--- config.mk ---
export PLATFORM = sky130hd
export DESIGN_NAME = id_stage_flat
export DESIGN_NICKNAME = d
export VERILOG_FILES = /design/src/rtl/id_stage_if.sv /design/src/rtl/id_stage.sv /design/src/flat_wrapper.sv
export SDC_FILE = /design/constraint.sdc
export NUM_CORES = 1
export LEC_CHECK = 0
export ABC_CLOCK_PERIOD_IN_PS = 1760
export CAP_MARGIN = 10
export CORE_MARGIN = 3
export CORE_UTILIZATION = 30
export DETAILED_ROUTE_END_ITERATION = 10
export SYNTH_ARGS = -nofsm -noshare
export SYNTH_HDL_FRONTEND = slang
export SYNTH_SLANG_ARGS = --single-unit
--- constraint.sdc ---
create_clock -name clk -period 1.76 [get_ports clk]
set_input_delay 0.264 -clock clk [delete_from_list [all_inputs] [get_ports clk]]
set_output_delay 0.264 -clock clk [all_outputs]
set_load 0.02 [all_outputs]
--- src/rtl/id_stage_if.sv ---
// IF/ID and ID/EX pipeline-boundary bundles for the decode stage.

// IF/ID boundary: upstream presents an instruction, decode answers with in_ready.
interface ifid_if #(
  parameter int unsigned XLEN = 32
);
  logic            in_valid;
  logic [31:0]     in_instr;
  logic [XLEN-1:0] in_pc;
  logic            in_ready;

  modport master (output in_valid, in_instr, in_pc, input in_ready);
  modport slave  (input in_valid, in_instr, in_pc, output in_ready);
endinterface

// ID/EX boundary: registered decode results consumed by the execute stage.
interface idex_if #(
  parameter int unsigned XLEN = 32
);
  logic            ex_valid;
  logic [XLEN-1:0] ex_pc;
  logic [4:0]      ex_rd;
  logic [XLEN-1:0] ex_imm;
  logic [2:0]      ex_funct3;
  logic [3:0]      ex_alu_op;
  logic [1:0]      ex_a_sel;
  logic            ex_b_sel;
  logic            ex_mem_read;
  logic            ex_mem_write;
  logic            ex_reg_write;
  logic            ex_branch;
  logic            ex_jump;
  logic            ex_illegal;

  modport master (
    output ex_valid, ex_pc, ex_rd, ex_imm, ex_funct3, ex_alu_op, ex_a_sel,
           ex_b_sel, ex_mem_read, ex_mem_write, ex_reg_write, ex_branch,
           ex_jump, ex_illegal
  );
  modport slave (
    input ex_valid, ex_pc, ex_rd, ex_imm, ex_funct3, ex_alu_op, ex_a_sel,
          ex_b_sel, ex_mem_read, ex_mem_write, ex_reg_write, ex_branch,
          ex_jump, ex_illegal
  );
endinterface

--- src/rtl/id_stage.sv ---
// RV32I instruction-decode stage: decode, load-use stall/bubble, EX flush,
// and the ID/EX pipeline register aligned with the register-file read.
module id_stage #(
  parameter int unsigned XLEN       = 32,
  parameter int unsigned PERF_WIDTH = 16
) (
  input  logic                  clk,
  input  logic                  rst,
  ifid_if.slave                 ifid,
  input  logic                  ex_flush,
  output logic [4:0]            rs1,
  output logic [4:0]            rs2,
  idex_if.master                idex,
  output logic [PERF_WIDTH-1:0] bubble_count
);

  localparam int unsigned RW = 5;

  localparam logic [6:0] OPC_LUI    = 7'b0110111;
  localparam logic [6:0] OPC_AUIPC  = 7'b0010111;
  localparam logic [6:0] OPC_JAL    = 7'b1101111;
  localparam logic [6:0] OPC_JALR   = 7'b1100111;
  localparam logic [6:0] OPC_BRANCH = 7'b1100011;
  localparam logic [6:0] OPC_LOAD   = 7'b0000011;
  localparam logic [6:0] OPC_STORE  = 7'b0100011;
  localparam logic [6:0] OPC_OPIMM  = 7'b0010011;
  localparam logic [6:0] OPC_OP     = 7'b0110011;

  logic [31:0]     instr;
  logic [RW-1:0]   rd_d;
  logic [2:0]      funct3_d;
  logic [XLEN-1:0] imm_i, imm_s, imm_b, imm_u, imm_j;

  logic [XLEN-1:0] imm_d;
  logic [3:0]      alu_op_d;
  logic [1:0]      a_sel_d;
  logic            b_sel_d;
  logic            mem_read_d, mem_write_d, writes_rd_d, reg_write_d;
  logic            branch_d, jump_d, illegal_d;
  logic            use_rs1, use_rs2;
  logic            hazard;

  logic            ex_valid_q;
  logic [XLEN-1:0] ex_pc_q;
  logic [RW-1:0]   ex_rd_q;
  logic [XLEN-1:0] ex_imm_q;
  logic [2:0]      ex_funct3_q;
  logic [3:0]      ex_alu_op_q;
  logic [1:0]      ex_a_sel_q;
  logic            ex_b_sel_q;
  logic            ex_mem_read_q, ex_mem_write_q, ex_reg_write_q;
  logic            ex_branch_q, ex_jump_q, ex_illegal_q;
  logic [PERF_WIDTH-1:0] bubble_q;

  assign instr    = ifid.in_instr;
  assign rs1      = instr[19:15];
  assign rs2      = instr[24:20];
  assign rd_d     = instr[11:7];
  assign funct3_d = instr[14:12];

  assign imm_i = XLEN'($signed(instr[31:20]));
  assign imm_s = XLEN'($signed({instr[31:25], instr[11:7]}));
  assign imm_b = XLEN'($signed({instr[31], instr[7], instr[30:25], instr[11:8], 1'b0}));
  assign imm_u = XLEN'($signed({instr[31:12], 12'b0}));
  assign imm_j = XLEN'($signed({instr[31], instr[19:12], instr[20], instr[30:21], 1'b0}));

  // Opcode decode into EX control, immediate selection and source-register usage.
  always_comb begin
    imm_d       = '0;
    alu_op_d    = 4'b0000;
    a_sel_d     = 2'b00;
    b_sel_d     = 1'b0;
    mem_read_d  = 1'b0;
    mem_write_d = 1'b0;
    writes_rd_d = 1'b0;
    branch_d    = 1'b0;
    jump_d      = 1'b0;
    illegal_d   = 1'b0;
    use_rs1     = 1'b0;
    use_rs2     = 1'b0;
    case (instr[6:0])
      OPC_LUI: begin
        imm_d = imm_u; a_sel_d = 2'b10; b_sel_d = 1'b1; writes_rd_d = 1'b1;
      end
      OPC_AUIPC: begin
        imm_d = imm_u; a_sel_d = 2'b01; b_sel_d = 1'b1; writes_rd_d = 1'b1;
      end
      OPC_JAL: begin
        imm_d = imm_j; a_sel_d = 2'b01; jump_d = 1'b1; writes_rd_d = 1'b1;
      end
      OPC_JALR: begin
        imm_d = imm_i; b_sel_d = 1'b1; jump_d = 1'b1; writes_rd_d = 1'b1;
        use_rs1 = 1'b1;
      end
      OPC_BRANCH: begin
        imm_d = imm_b; branch_d = 1'b1; alu_op_d = 4'b1000;
        use_rs1 = 1'b1; use_rs2 = 1'b1;
      end
      OPC_LOAD: begin
        imm_d = imm_i; b_sel_d = 1'b1; mem_read_d = 1'b1; writes_rd_d = 1'b1;
        use_rs1 = 1'b1;
      end
      OPC_STORE: begin
        imm_d = imm_s; b_sel_d = 1'b1; mem_write_d = 1'b1;
        use_rs1 = 1'b1; use_rs2 = 1'b1;
      end
      OPC_OPIMM: begin
        imm_d = imm_i; b_sel_d = 1'b1; writes_rd_d = 1'b1;
        alu_op_d = {(funct3_d == 3'b101) ? instr[30] : 1'b0, funct3_d};
        use_rs1 = 1'b1;
      end
      OPC_OP: begin
        writes_rd_d = 1'b1; alu_op_d = {instr[30], funct3_d};
        use_rs1 = 1'b1; use_rs2 = 1'b1;
      end
      default: illegal_d = 1'b1;
    endcase
  end

  // x0 is never written, so drop reg_write for rd=0 here rather than in WB.
  assign reg_write_d = writes_rd_d & (rd_d != '0);

  // Load in EX whose rd feeds this instruction: data isn't available until after one bubble.
  assign hazard = ifid.in_valid & ex_valid_q & ex_mem_read_q & (ex_rd_q != '0) &
                  ((use_rs1 & (ex_rd_q == rs1)) | (use_rs2 & (ex_rd_q == rs2)));

  // A flush discards the stalled instruction upstream too, so the stall is released.
  assign ifid.in_ready = ex_flush | ~hazard;

  // ID/EX pipeline register: reset > flush > load-use bubble > normal issue.
  always_ff @(posedge clk) begin
    if (rst) begin
      ex_valid_q     <= 1'b0;
      ex_pc_q        <= '0;
      ex_rd_q        <= '0;
      ex_imm_q       <= '0;
      ex_funct3_q    <= '0;
      ex_alu_op_q    <= '0;
      ex_a_sel_q     <= '0;
      ex_b_sel_q     <= 1'b0;
      ex_mem_read_q  <= 1'b0;
      ex_mem_write_q <= 1'b0;
      ex_reg_write_q <= 1'b0;
      ex_branch_q    <= 1'b0;
      ex_jump_q      <= 1'b0;
      ex_illegal_q   <= 1'b0;
      bubble_q       <= '0;
    end else if (ex_flush || hazard) begin
      ex_valid_q     <= 1'b0;
      ex_mem_read_q  <= 1'b0;
      ex_mem_write_q <= 1'b0;
      ex_reg_write_q <= 1'b0;
      ex_branch_q    <= 1'b0;
      ex_jump_q      <= 1'b0;
      ex_illegal_q   <= 1'b0;
      if (!ex_flush && (bubble_q != '1)) begin
        bubble_q <= bubble_q + PERF_WIDTH'(1);
      end
    end else begin
      ex_valid_q     <= ifid.in_valid;
      ex_pc_q        <= ifid.in_pc;
      ex_rd_q        <= rd_d;
      ex_imm_q       <= imm_d;
      ex_funct3_q    <= funct3_d;
      ex_alu_op_q    <= alu_op_d;
      ex_a_sel_q     <= a_sel_d;
      ex_b_sel_q     <= b_sel_d;
      ex_mem_read_q  <= ifid.in_valid & mem_read_d;
      ex_mem_write_q <= ifid.in_valid & mem_write_d;
      ex_reg_write_q <= ifid.in_valid & reg_write_d;
      ex_branch_q    <= ifid.in_valid & branch_d;
      ex_jump_q      <= ifid.in_valid & jump_d;
      ex_illegal_q   <= ifid.in_valid & illegal_d;
    end
  end

  assign idex.ex_valid     = ex_valid_q;
  assign idex.ex_pc        = ex_pc_q;
  assign idex.ex_rd        = ex_rd_q;
  assign idex.ex_imm       = ex_imm_q;
  assign idex.ex_funct3    = ex_funct3_q;
  assign idex.ex_alu_op    = ex_alu_op_q;
  assign idex.ex_a_sel     = ex_a_sel_q;
  assign idex.ex_b_sel     = ex_b_sel_q;
  assign idex.ex_mem_read  = ex_mem_read_q;
  assign idex.ex_mem_write = ex_mem_write_q;
  assign idex.ex_reg_write = ex_reg_write_q;
  assign idex.ex_branch    = ex_branch_q;
  assign idex.ex_jump      = ex_jump_q;
  assign idex.ex_illegal   = ex_illegal_q;
  assign bubble_count      = bubble_q;

endmodule

--- src/flat_wrapper.sv ---
// flat-port wrapper written by rule: the top's interface ports become plain ports
module id_stage_flat 
#(
  parameter int unsigned XLEN       = 32,
  parameter int unsigned PERF_WIDTH = 16
)
  (clk, rst, ex_flush, rs1, rs2, bubble_count, ifid_in_valid, ifid_in_instr, ifid_in_pc, ifid_in_ready, idex_ex_valid, idex_ex_pc, idex_ex_rd, idex_ex_imm, idex_ex_funct3, idex_ex_alu_op, idex_ex_a_sel, idex_ex_b_sel, idex_ex_mem_read, idex_ex_mem_write, idex_ex_reg_write, idex_ex_branch, idex_ex_jump, idex_ex_illegal);
  ifid_if #(.XLEN(XLEN)) ifid_i ();
  idex_if #(.XLEN(XLEN)) idex_i ();
  input  logic clk;
  input  logic rst;
  input  logic ex_flush;
  output logic [4:0] rs1;
  output logic [4:0] rs2;
  output logic [PERF_WIDTH-1:0] bubble_count;
  input wire logic [$bits(ifid_i.in_valid)-1:0] ifid_in_valid;
  input wire logic [$bits(ifid_i.in_instr)-1:0] ifid_in_instr;
  input wire logic [$bits(ifid_i.in_pc)-1:0] ifid_in_pc;
  output wire logic [$bits(ifid_i.in_ready)-1:0] ifid_in_ready;
  output wire logic [$bits(idex_i.ex_valid)-1:0] idex_ex_valid;
  output wire logic [$bits(idex_i.ex_pc)-1:0] idex_ex_pc;
  output wire logic [$bits(idex_i.ex_rd)-1:0] idex_ex_rd;
  output wire logic [$bits(idex_i.ex_imm)-1:0] idex_ex_imm;
  output wire logic [$bits(idex_i.ex_funct3)-1:0] idex_ex_funct3;
  output wire logic [$bits(idex_i.ex_alu_op)-1:0] idex_ex_alu_op;
  output wire logic [$bits(idex_i.ex_a_sel)-1:0] idex_ex_a_sel;
  output wire logic [$bits(idex_i.ex_b_sel)-1:0] idex_ex_b_sel;
  output wire logic [$bits(idex_i.ex_mem_read)-1:0] idex_ex_mem_read;
  output wire logic [$bits(idex_i.ex_mem_write)-1:0] idex_ex_mem_write;
  output wire logic [$bits(idex_i.ex_reg_write)-1:0] idex_ex_reg_write;
  output wire logic [$bits(idex_i.ex_branch)-1:0] idex_ex_branch;
  output wire logic [$bits(idex_i.ex_jump)-1:0] idex_ex_jump;
  output wire logic [$bits(idex_i.ex_illegal)-1:0] idex_ex_illegal;
  assign ifid_i.in_valid = ifid_in_valid;
  assign ifid_i.in_instr = ifid_in_instr;
  assign ifid_i.in_pc = ifid_in_pc;
  assign ifid_in_ready = ifid_i.in_ready;
  assign idex_ex_valid = idex_i.ex_valid;
  assign idex_ex_pc = idex_i.ex_pc;
  assign idex_ex_rd = idex_i.ex_rd;
  assign idex_ex_imm = idex_i.ex_imm;
  assign idex_ex_funct3 = idex_i.ex_funct3;
  assign idex_ex_alu_op = idex_i.ex_alu_op;
  assign idex_ex_a_sel = idex_i.ex_a_sel;
  assign idex_ex_b_sel = idex_i.ex_b_sel;
  assign idex_ex_mem_read = idex_i.ex_mem_read;
  assign idex_ex_mem_write = idex_i.ex_mem_write;
  assign idex_ex_reg_write = idex_i.ex_reg_write;
  assign idex_ex_branch = idex_i.ex_branch;
  assign idex_ex_jump = idex_i.ex_jump;
  assign idex_ex_illegal = idex_i.ex_illegal;
  id_stage #(.XLEN(XLEN), .PERF_WIDTH(PERF_WIDTH)) u_core (.clk(clk), .rst(rst), .ifid(ifid_i), .ex_flush(ex_flush), .rs1(rs1), .rs2(rs2), .idex(idex_i), .bubble_count(bubble_count));
endmodule
# After elaboration in Yosys (flattened, before gate mapping)
# Index checks and enable logic that the tools add are counted.
[word_totals]
in_bits = 68
reg_bits = 102
[op_classes]
n_eq_ne = 13
n_bitwise = 16
reduce_logical = 16
muxes = 13
addsub = 1
[ops]
columns = ["cell", "count"]
rows = [
  ["$pmux 32 s5", 1],
  ["$eq 7x6->1 const B", 3],
  ["$eq 7x7->1 const B", 3],
  ["$add 16x1->16 const B", 1],
  ["$ne 16x16->1 const B", 1],
  ["$eq 7x5->1 const B", 2],
  ["$and 1x1->1", 13],
  ["$pmux 4 s3", 1],
  ["$reduce_or 6->1", 2],
  ["$eq 5x5->1", 2],
  ["$mux 1", 10],
  ["$reduce_bool 5->1", 2],
  ["$reduce_or 9->1", 1],
  ["$reduce_or 2->1", 4],
  ["$eq 7x2->1 const B", 1],
  ["$reduce_or 7->1", 1],
  ["$reduce_or 3->1", 2],
  ["$pmux 2 s2", 1],
  ["$eq 3x3->1 const B", 1],
  ["$or 1x1->1", 2],
  ["$reduce_and 2->1", 1],
  ["$logic_and 1x1->1", 1],
  ["$logic_not 1->1", 1],
  ["$logic_or 1x1->1", 1],
  ["$not 1->1", 1],
]

# Depth between registers and ports, before layout
[logic_depth]
depth_word = 8
mapped_depth = 9
depth_no_buf = 7

# Worst setup path before layout
# No wires, ideal clock.
[synth_timing]
path_kind = "flip-flop to flip-flop"
startpoint = "register u_core.bubble_q[0] (netlist: u_core.bubble_count[0])"
endpoint = "register u_core.bubble_q[1] (netlist: u_core.bubble_count[1])"
path_buffers = 1
period_less_slack_ns = 2.099
t_arrival_ns = 1.971
path_stages_with_launch = 9
required_time_ns = 1.632
setup_slack_ns = -0.339
path_cell_list = "dfxtp_1 -> ha_1 -> and3_1 -> and2_1 -> nand4_1 -> o221ai_2 -> buf_2 -> mux2i_1 -> nor2_1"
[synth_between]
elab_chain_len = 3
word_cells_on_any_way = 4
cone_classes = "add/sub: 1; eq/ne: 1; reduce/logical: 2"
[synth_lines]
columns = ["item", "line_no", "rtl"]
rows = [
  ["from (decl)", "id_stage.sv:53", "logic [PERF_WIDTH-1:0] bubble_q;"],
  ["from (signal assigned)", "id_stage.sv:157", "bubble_q <= bubble_q + PERF_WIDTH'(1);"],
  ["parallel branches: the longest is 3 deep, another holds $add 16x1->16", "--", ""],
]
# Several ways; the timed one is not identified.
# A chain may end at the register's enable or synchronous reset.

# Worst setup path after layout
[layout_timing]
startpoint = "register u_core.ex_rd_q[3] (netlist: u_core.idex.ex_rd[3])"
endpoint = "output port ifid_in_ready"
[layout_between]
elab_chain_len = 6
word_cells_on_any_way = 10
cone_classes = "eq/ne: 2; bitwise: 7; reduce/logical: 1"
[layout_lines]
columns = ["item", "line_no", "rtl"]
rows = [
  ["from (decl)", "id_stage.sv:45", "logic [RW-1:0] ex_rd_q;"],
  ["from (signal assigned)", "id_stage.sv:162", "ex_rd_q <= rd_d;"],
  ["$eq 5x5->1", "id_stage.sv:125", "((use_rs1 & (ex_rd_q == rs1)) | (use_rs2 & (ex_rd_q == rs2)));"],
  ["$and 1x1->1", "id_stage.sv:125", ""],
  ["$or 1x1->1", "id_stage.sv:125", ""],
  ["$and 1x1->1 *", "id_stage.sv:124", "assign hazard = ifid.in_valid & ex_valid_q & ex_mem_read_q & (ex_rd_q != '0) &"],
  ["$not 1->1 *", "id_stage.sv:128", "assign ifid.in_ready = ex_flush | ~hazard;"],
  ["$or 1x1->1 *", "id_stage.sv:128", ""],
  ["to (decl)", "flat_wrapper.sv:19", "output wire logic [$bits(ifid_i.in_ready)-1:0] ifid_in_ready;"],
]
# Mark *: on every way between the ends. The rest lies on a longest branch, timed or not.

==> out/qor.csv <==
metric;value;unit
critPathCaptureType;output pin;
fin_nets;881;
numCtsBuffers;9;
path_cells;or4_4 -> nor2_4 -> nor3_4 -> o21a_2 -> nand2_4 -> buf_6;
timing.hold.ws;0.3092;ns
cp_slowest_cell;or4_4;
drcViolationCount;0;
drt_wl_total;18190;µm
place_congestion;0.8532;
vias;5285;
die_h;131.1;µm
ys_warn_count;0;
final_common_cell;clkdlybuf4s50_1;
yosysSeqAreaShare;43.52;%
muxShareOfSynthArea;0.4267;%
grt_use_total;19.98;%
drv_cap;0;
root_buffer;clkbuf_16;
cp-start-kind;register;
hold_path_class;input port to register;
critPathKind;register to output pin;
synth-async-reset-ratio;0;%
wl_per_cell;17.71;µm
antenna_found_initial;0;
pre_cts_ws;-0.7325;ns
vdd_ir_drop_max;737.2;µV
synth_area_leader_cell;dfxtp_1;
clkTransAtPathRegs;0.07;ns
yosys.area.top_type_share;43.52;%
drive_above_1_share;32.11;%
clk_latency;0.35;ns
setup_viol_count_final;103;
vias_per_cell;5.146;
swShare;27.66;%
pin_count;181;
netlist_instances;565;
pwr-share-comb;19.8;%
cp_max_fo;3;
cp.arrival;1.81;ns
h-tree-depth;3;
final_util;55.88;%
yosys.area_share.adder;0.2667;%
power_frac_clock;34.4;%
outcome;finished, violations left;
syn_to_final_growth;81.71;%
synth_nets;634;
overflow;0;
grt_max_degree;79;
finalMaxSlewViolations;0;
grt_pass1_vias;5238;
clkSinkCount;102;
synth_compound_area_share;24.69;%
avgSynthCellArea;8.304;µm²
p_sw;1.479;mW
worst_slew_pin_slew;0.6067;ns
ys_types;53;
required;1.50;ns
synth_xor_area_share;2.053;%
power_leakage;3.110;nW
fin_crit_sh;118.0;%
setup_ws;-0.3160;ns
clock_skew;0.003814;ns
num-fill-cells;1341;
intPower;3.868;mW
grt_pass1_wl;27220;µm
seq_power_share;45.8;%
power.density;627.2;nW/µm²
ant_nets;0;
final_cell_mix;clkdlybuf4s50_1 (160), dfxtp_1 (91), buf_4 (81);
clock.fmax;0.4817;GHz
synth_top_family_by_area;compound AO/OA/AOI/OAI gates;
period_minus_slack;2.076;ns
die_w;131.1;µm
crit_buf_inv;1;
fin_cells;1027;
power;5.347;mW
cts_tree;yes;
drtPass1Iterations;4;
core;15260;µm²
ys_ff_latch;102;
drt-initial-drc-count;232;
finalHoldViolCount;0;
violations;negative setup slack;
synth_area;4692;µm²
io_buffers;180;
synth_edf_count;0;
dp_hpwl;12230;µm
dieArea;17180;µm²
rows;45;
synth_ff_type;dfxtp_1;
slew_headroom;59.55;%
diodes;0;
rsz0062_at_grt;true;
initial_utilization;30.75;%
clk_path_buf_depth;2;
critPathTopFamily;simple AND/OR/NAND/NOR gates;
dp.cells;995;
synthTopCellsByArea;dfxtp_1 (44%), a21oi_1 (9.5%), o21ai_0 (7.3%), nand3_1 (6.3%), a211oi_1 (4.3%);
yosys.area_share.simple;21.87;%
cpPeakStageDelay;0.54;ns
## repair_timing
item	4_1_cts	5_1_grt
resized for setup	92	74
cloned	2	4
hold buffers	0	0
pin swaps	14	32
hold endpoints to repair	0	0
buffers inserted	8	5
setup endpoints to repair	109	109
## cell usage after synthesis (all sizes together) (9+ instances only)
library cell,number
dfxtp,102
clkbuf,27
nand2b,9
or3,9
nor2,13
nor3,14
a211oi,27
nand3,60
xnor2,9
buf,32
o21ai,69
a21oi,89
nand4,9
nand2,30
## power by group through the flow
stage / clock (mW) / sequential [mW] / combinational [mW]
6_report: 1.84 / 2.45 / 1.06
5_1_grt: 1.97 / 2.46 / 1.12
4_1_cts: 1.89 / 2.44 / 1.01
3_5_place_dp: 0 / 2.49 / 0.952
3_3_place_gp: 0 / 2.48 / 0.940
2_1_floorplan: 0 / 2.59 / 0.322
## worst paths after layout
kind	from	to	slack [ns]	cells past startpoint
max	u_core.idex.ex_rd[3]	ifid_in_ready	-0.32	6
min	rst	u_core.bubble_count[13]	0.31	3
max reg2reg	u_core.idex.ex_rd[4]	u_core.idex.ex_rd[4]	-0.28	11
min reg2reg	u_core.idex.ex_a_sel[1]	u_core.idex.ex_a_sel[1]	0.46	2
## worst min-delay path, cell delays in order
cell and delay (ns):
buf_4 0.17, or4_1 0.13, nand2_1 0.05
## stage by stage
| stage | area [µm²] | TNS [ns] |
|---|---|---|
| 2_1_floorplan | 4846 | -4.171 |
| 5_1_grt | 8526 | -27.45 |
| 4_1_cts | 8112 | -24.67 |
| 6_report | 8526 | -20.00 |
| 3_5_place_dp | 7420 | -65.35 |
| 3_3_place_gp | 7420 | -61.35 |
## per-layer routing
layer	global-route usage (%)	share of wire, %
met1	24.84	42
met2	33.15	50
met3	6.686	6.7
met4	5.505	1.6
met5	0	0
## flip-flops by register name, indices dropped and copies added, names as in the netlist
signal and count:
u_core.idex.ex_imm 32, u_core.idex.ex_a_sel 2, u_core.idex.ex_b_sel 1, u_core.idex.ex_jump 1, u_core.idex.ex_branch 1, u_core.idex.ex_illegal 1, u_core.idex.ex_reg_write 1, u_core.idex.ex_pc 32
u_core.idex.ex_rd 5, u_core.bubble_count 16, u_core.idex.ex_mem_read 1, u_core.idex.ex_valid 1, u_core.idex.ex_mem_write 1, u_core.idex.ex_alu_op 4, u_core.idex.ex_funct3 3
## logic make-up after synthesis
family                   Yosys count
XOR/XNOR                          11
AND/OR/NAND/NOR                  180
multiplexers                       2
buffers and inverters             66
adder cells (fa/ha/maj)            1
flip-flops                       102
AO/OA/AOI/OAI                    203
## area by class of cell
type | instances | area (µm²) | area share, %
Tap cell | 211 | 264.0 | 3.097
Inverter | 7 | 26.28 | 0.3082
Multi-Input combinational cell | 399 | 2964 | 34.77
Sequential cell | 102 | 2066 | 24.23
Timing Repair Buffer | 293 | 2940 | 34.49
Clock inverter | 6 | 40.04 | 0.4696
Clock buffer | 9 | 225.2 | 2.642
Note: power is estimated with default switching activity, not from simulation.
